==> src/rtl/fetch_queue_pkg.sv <==
// Shared constants for the fetch queue: default address/instruction widths
// and the enable/zero levels used when qualifying control and clearing outputs.
package fetch_queue_pkg;

  localparam int FQ_AW_DEFAULT = 32;
  localparam int FQ_IW_DEFAULT = 32;

  localparam logic FQ_ON  = 1'b1;
  localparam logic FQ_OFF = 1'b0;

endpackage

==> src/rtl/fetch_queue.sv <==
// Circular instruction queue between IF and ID.
// Stores {pc, inst, jump} and presents the head entry to ID one cycle after enqueue.
module fetch_queue
  import fetch_queue_pkg::*;
#(
  parameter int DEPTH = 4,
  parameter int AW    = FQ_AW_DEFAULT,
  parameter int IW    = FQ_IW_DEFAULT
) (
  input  logic                   clk,
  input  logic                   rst,
  input  logic                   rdy,
  input  logic                   flush,
  input  logic                   if_valid,
  input  logic [AW-1:0]          if_pc,
  input  logic [IW-1:0]          if_inst,
  input  logic                   if_jump,
  output logic                   if_ready,
  input  logic                   id_ready,
  output logic                   id_valid,
  output logic [AW-1:0]          id_pc,
  output logic [IW-1:0]          id_inst,
  output logic                   id_jump,
  output logic [$clog2(DEPTH):0] count
);

  localparam int PW = $clog2(DEPTH);
  localparam int CW = PW + 1;
  localparam logic [CW-1:0] FULL_CNT = CW'(DEPTH);

  logic [PW-1:0] wptr_q, wptr_d;
  logic [PW-1:0] rptr_q, rptr_d;
  logic [CW-1:0] count_q, count_d;

  logic [AW-1:0] pc_q   [DEPTH];
  logic [AW-1:0] pc_d   [DEPTH];
  logic [IW-1:0] inst_q [DEPTH];
  logic [IW-1:0] inst_d [DEPTH];
  logic          jump_q [DEPTH];
  logic          jump_d [DEPTH];

  logic run;
  logic enq;
  logic deq;

  // No full-queue bypass: if_ready depends only on the registered count.
  assign if_ready = (count_q < FULL_CNT);
  assign id_valid = (count_q != '0);
  assign id_pc    = id_valid ? pc_q[rptr_q]   : '0;
  assign id_inst  = id_valid ? inst_q[rptr_q] : '0;
  assign id_jump  = id_valid ? jump_q[rptr_q] : FQ_OFF;
  assign count    = count_q;

  assign run = (rdy == FQ_ON) && (flush == FQ_OFF);
  assign enq = run && if_valid && if_ready;
  assign deq = run && id_ready && id_valid;

  always_comb begin
    wptr_d  = wptr_q;
    rptr_d  = rptr_q;
    count_d = count_q;
    if ((rdy == FQ_ON) && (flush == FQ_ON)) begin
      wptr_d  = '0;
      rptr_d  = '0;
      count_d = '0;
    end else begin
      if (enq) wptr_d = wptr_q + PW'(1);
      if (deq) rptr_d = rptr_q + PW'(1);
      case ({enq, deq})
        2'b10:   count_d = count_q + CW'(1);
        2'b01:   count_d = count_q - CW'(1);
        default: count_d = count_q;
      endcase
    end
  end

  always_comb begin
    pc_d   = pc_q;
    inst_d = inst_q;
    jump_d = jump_q;
    if (enq) begin
      pc_d[wptr_q]   = if_pc;
      inst_d[wptr_q] = if_inst;
      jump_d[wptr_q] = if_jump;
    end
  end

  always_ff @(posedge clk) begin
    if (rst) begin
      wptr_q  <= '0;
      rptr_q  <= '0;
      count_q <= '0;
    end else begin
      wptr_q  <= wptr_d;
      rptr_q  <= rptr_d;
      count_q <= count_d;
    end
  end

  // Entry storage is deliberately left out of reset; count gates visibility.
  always_ff @(posedge clk) begin
    pc_q   <= pc_d;
    inst_q <= inst_d;
    jump_q <= jump_d;
  end

endmodule

==> config.mk <==
export PLATFORM = sky130hd
export DESIGN_NAME = fetch_queue
export DESIGN_NICKNAME = d
export VERILOG_FILES = /design/src/rtl/fetch_queue_pkg.sv /design/src/rtl/fetch_queue.sv
export SDC_FILE = /design/constraint.sdc
export NUM_CORES = 1
export LEC_CHECK = 0
export ABC_CLOCK_PERIOD_IN_PS = 6260
export BUFFER_PORTS_ARGS = -buffer_cell sky130_fd_sc_hd__buf_2
export CELL_PAD_IN_SITES_DETAIL_PLACEMENT = 1
export CELL_PAD_IN_SITES_GLOBAL_PLACEMENT = 2
export CORE_MARGIN = 2
export CORE_UTILIZATION = 30
export DETAILED_ROUTE_END_ITERATION = 16
export PLACE_DENSITY_LB_ADDON = 0.1
export SLEW_MARGIN = 20
export SYNTH_ARGS = -nofsm -noshare
export SYNTH_HDL_FRONTEND = slang
export SYNTH_SLANG_ARGS = --single-unit
==> constraint.sdc <==
create_clock -name clk -period 6.26 [get_ports clk]
set_input_delay 0.939 -clock clk [delete_from_list [all_inputs] [get_ports clk]]
set_output_delay 0.939 -clock clk [all_outputs]
set_load 0.005 [all_outputs]
Yosys cells after proc, flatten, opt, wreduce, memory -nomap -nowiden
Index checks and enable logic that the tools add are counted.
{"block": "word_totals", "reg_bits": 267, "inputBits": 71, "out_inout_bits": 70, "word_cells": 58}
{"block": "op_classes", "add_sub_neg": 4, "magnitude_cmp": 4, "n_eq_ne": 2, "muxes": 20, "n_bitwise": 3, "n_reduce_logical": 10}
{"cell": "128-bit bitwise mux", "count": 2}
{"cell": "32-bit 2-to-1 mux", "count": 7}
{"cell": "32-bit binary-select mux with 2-bit select", "count": 2}
{"cell": "32-bit demux with 2-bit select", "count": 1}
{"cell": "1-bit logical AND", "count": 7}
{"cell": "3-bit greater-or-equal comparator, second input constant", "count": 2}
{"cell": "2-bit NOT with 3-bit output", "count": 2}
{"cell": "3-bit case mux with 2 select lines", "count": 1}
{"cell": "2-bit by 1-bit adder with 2-bit output, second input constant", "count": 2}
{"cell": "4-bit bitwise mux", "count": 1}
{"cell": "1-bit 2-to-1 mux", "count": 4}
{"cell": "3-bit by 1-bit adder with 3-bit output, second input constant", "count": 1}
{"cell": "3-bit by 1-bit < comparator with 1-bit output, second input constant", "count": 1}
{"cell": "3-bit < comparator, second input constant", "count": 1}
{"cell": "3-bit nonzero test", "count": 1}
{"cell": "3-bit by 1-bit subtractor with 3-bit output, second input constant", "count": 1}
{"cell": "1-bit binary-select mux with 2-bit select", "count": 1}
{"cell": "1-bit demux with 2-bit select", "count": 1}
{"cell": "2-bit by 1-bit equality test with 1-bit output, second input constant", "count": 1}
{"cell": "2-bit equality test, second input constant", "count": 1}
{"cell": "2-bit nonzero test", "count": 1}
{"cell": "2-bit OR reduction", "count": 1}
{"cell": "1-bit NOT", "count": 1}

Longest topological paths before layout
{"block": "depth", "depth_word": 6, "depth_mapped": 9, "depth_no_buf": 8}

Least setup slack after synthesis
OpenSTA, ideal clock, no wires.
{"block": "synth_timing", "path_kind": "input to register", "start": "input rdy", "end": "register inst_q[0] in the netlist's numbering (enable)", "setup_time_ns": 0.430, "t_arrival_ns": 2.995, "t_required_ns": 5.830, "setup_slack_ns": 2.835, "stages": 3, "n_path_buf": 1, "cell_sequence": "nor4bb_1 clkbuf_1 and2_1"}
{"block": "synth_via", "elab_chain_len": 3}
{"item": "start: declaration", "line": "fetch_queue.sv:12", "rtl": "input logic rdy,"}
{"item": "1-bit logical AND", "line": "fetch_queue.sv:54", "rtl": "assign run = (rdy == FQ_ON) && (flush == FQ_OFF);"}
{"item": "1-bit logical AND (2 in series)", "line": "fetch_queue.sv:55", "rtl": "assign enq = run && if_valid && if_ready;"}
{"item": "end signal: assignment", "line": "fetch_queue.sv:103", "rtl": "inst_q <= inst_d;"}
{"item": "end: declaration", "line": "fetch_queue.sv:37", "rtl": "logic [IW-1:0] inst_q [DEPTH];"}
Every way passes these cells.
A chain may end at the register's enable or synchronous reset.

Final worst setup path
{"block": "layout_timing", "start": "register rptr_q[0]", "end": "output id_pc[13]"}
{"block": "layout_via", "elab_chain_len": 5}
{"item": "start: declaration", "line": "fetch_queue.sv:32", "rtl": "logic [PW-1:0] rptr_q, rptr_d;"}
{"item": "start signal: assignment", "line": "fetch_queue.sv:95", "rtl": "rptr_q <= rptr_d;"}
{"item": "2-bit NOT with 3-bit output (implied by the code)", "line": "fetch_queue.sv:49", "rtl": "assign id_pc = id_valid ? pc_q[rptr_q] : '0;"}
{"item": "32-bit binary-select mux with 2-bit select", "line": "fetch_queue.sv:49"}
{"item": "32-bit 2-to-1 mux (implied by the code) (2 in series)", "line": "fetch_queue.sv:49"}
{"item": "32-bit 2-to-1 mux", "line": "fetch_queue.sv:49"}
{"item": "end: declaration", "line": "fetch_queue.sv:21", "rtl": "output logic [AW-1:0] id_pc,"}
Every way passes these cells. The select of a mux whose other input is x is not followed.

==> results.toml <==
[detailed_routing]
wl_met3_microns = 1250
vias_per_cell = 4.49
wl_met1_microns = 9350
wire_per_inst_microns = 20.6
drt-initial-drc-count = 172
drt_wl_total_microns = 22600
antenna_left = 0
vias = 4922
dr.pass1.iters = 4
top_layer_used = "met5"
dr_wl_met2_microns = 11500
drcViolationCount = 0

[setup_path]
timing.rr.start = "count[2]"
cp_data_arrival_time_ps = 2840
worstSetupPathType = "flop to output port"
cp_max_fo = 28
critPathLaunch = "rptr_q[0]"
r2r-end = "pc_q[73]"
max_stage_delay_ps = 670
critical_path.slowest_cell = "dfxtp_4"
path_depth = 5
required_ps = 5320
crit_chain = "buf_16 -> buf_4 -> mux4_2 -> nor2b_1 -> buf_2"
cp-start-kind = "flop"
endpoint = "id_pc[13]"
crit_buf_inv = 3
r2r.worst_path.cells = 4
path_delay_family = "buffers and inverters"
crit_path_end_kind = "output port"
r2r_slack_ps = 3730

[floorplanning]
io_pins = 141
initial_core_util = 0.305
dieArea_sq_um = 35700
die_h_microns = 189
core_area_sq_um = 33600
chipWidth_microns = 189
rows = 67

[synthesis]
netlist_instances = 463
ys.flop_type = "edfxtp_1"
syn_nets = 540
synth_warnings = 0
synth.distinct_cells = 26
synth_common_cells = "edfxtp_1, mux4_2, nor2b_1, inv_1"
yosys.area_share.xor_xnor = 0.00256
synth_area_per_cell_sq_um = 22.1
yosysTopAreaCellShare = 0.762
seq_area_frac_synth = 0.775
yosysMostFrequentCell = "edfxtp_1"
synth_edf_count = 260
synthMuxAreaShare = 0.144
ys_ff_latch = 267
synth_compound_area_frac = 0.00415
synth_top_family_by_area = "multiplexers"
synth_area_leaders = "edfxtp_1, mux4_2, nor2b_1"
synth_top_area_cell = "edfxtp_1"
synthAdderAreaFrac = 0.00806
synthArstFlopShare = 0
synth_area_sq_um = 10300
synth_simple_gate_area_share = 0.0497

[clocking]
clock_sinks = 267
worstSkewPairLatency_ps = 540
cts_hold_repair.buffers = 0
root_buffer = "clkbuf_16"
clk_pin_slew_ps = 60
htreeDepth = 1
ctsResizeCount = 0
clk_path_buf_depth = 3
cts_tree = "built"
cts_buffers = 31
cts_setup_buffers = 0

[run]
cap_viol_max_count = 0

[timing]
fin_crit_ps = 3780
slew_headroom = 0.473
fmax_mhz = 265
drv_slew = 0
holdWs_ps = 584
rsz0062_at_grt = "false"
fin_skew_ps = 7.34
setup_tns_ps = 0
worst_slack_ps = 2480
setup_viol = 0
hold_viol = 0
tightestPinTransition_ps = 791
fin_crit_sh = 0.603

[global_routing]
grt_max_degree = 44
overflow = 0
grt_pass1_vias = 5586
grt_pass1_wl_microns = 34200
track_usage = 0.128
antenna_found_initial = 4

[finish]
nFillCells = 3305
drive_above_1_share = 0.416
area_growth_pct = 21.8
fin_nets = 700
layout.cells.non_filler = 1095

[power]
ir_drop_mv = 0.185
p_clk_frac = 0.446
p_sw_uw = 735
switching_share = 0.194
powerDensity_nw_per_um2 = 304
power.static_leakage_uw = 0.00416
comb_power_share = 0.031
cellInternalPower_uw = 3060
p_seq_frac = 0.523

[placement]
dp.cells = 1038
dpl.hpwl_microns = 13100
pre_cts_ws_ps = 2910
place.gp.congestion = 0.690
port_buffers = 140

[run_status]
status = "complete, no violations"

[hold_path]
hold_class = "flop to flop"
min_path_cells = 2
## cell usage in the layout, fill, tap and decap left out, drive strengths merged
cell	count
a21o	1
nor4bb	1
nand4b	1
nor2	6
nor3	1
or3	3
inv	8
fa	1
mux4	65
clkbuf	40
o21ai	3
dfxtp	7
buf	150
bufinv	2
nor2b	65
ha	5
edfxtp	260
mux2i	1
and2	4
xor2	2
xnor2	1
a21oi	4
nand3b	1
diode	2
clkinv	13
## routing by layer
layer	global-route usage	vias to the layer above
met2	0.225	107
met4	0.0291	4
met5	0	-
met3	0.0326	43
li1	-	2191
met1	0.158	2577
## flip-flops by register name (all words and copies together) (netlist names)
signal	flops
inst_q	128
jump_q	4
rptr_q	2
pc_q	128
count	3
wptr_q	2
## tightest hold or removal path: stages (launching register included)
cell,delay [ps]
dfxtp_1,340
mux2i_1,150
nor2_1,50
## final cells by class
class	count	area (sq um)	area share
Clock inverter	15	120	0.00962
Inverter	8	30.0	0.00240
Sequential cell	267	7960	0.637
Tap cell	448	561	0.0449
Timing Repair Buffer	150	816	0.0653
Clock buffer	40	850	0.0680
Antenna cell	2	5.00	0.000401
Multi-Input combinational cell	165	2150	0.172
## how the worst min path moves through the flow
stage / from / end / slack (ps)
2_1_floorplan: wptr_q[1] / wptr_q[1] / 510
3_3_place_gp: wptr_q[1] / wptr_q[1] / 540
3_5_place_dp: wptr_q[0] / wptr_q[0] / 580
4_1_cts: if_inst[25] / inst_q[89] / 580
5_1_grt: if_inst[25] / inst_q[89] / 590
6_report: wptr_q[1] / wptr_q[1] / 580
## power groups by stage
| stage | combinational [uW] | clock, uW | sequential (uW) |
|---|---|---|---|
| finish | 116 | 1690 | 1980 |
| global route | 130 | 1810 | 1980 |
| CTS | 121 | 1750 | 1980 |
| detailed placement | 120 | 0 | 2020 |
| global placement | 114 | 0 | 2020 |
| floorplan | 47.3 | 0 | 2020 |
## per-stage QoR
stage / utilization / area, sq um / power [uW]
finish: 0.371 / 12500 / 3790
detailed placement: 0.342 / 11500 / 2140
CTS: 0.371 / 12500 / 3860
global route: 0.371 / 12500 / 3920
global placement: 0.341 / 11500 / 2130
floorplan: - / 10300 / 2070
## kinds of logic after synthesis
group,count (synthesis)
flops,267
xor+xnor,3
fa+ha+maj,6
mux,66
simple gates,82
compound gates,8
buf+inv,31
(Power assumes the default switching activity.)
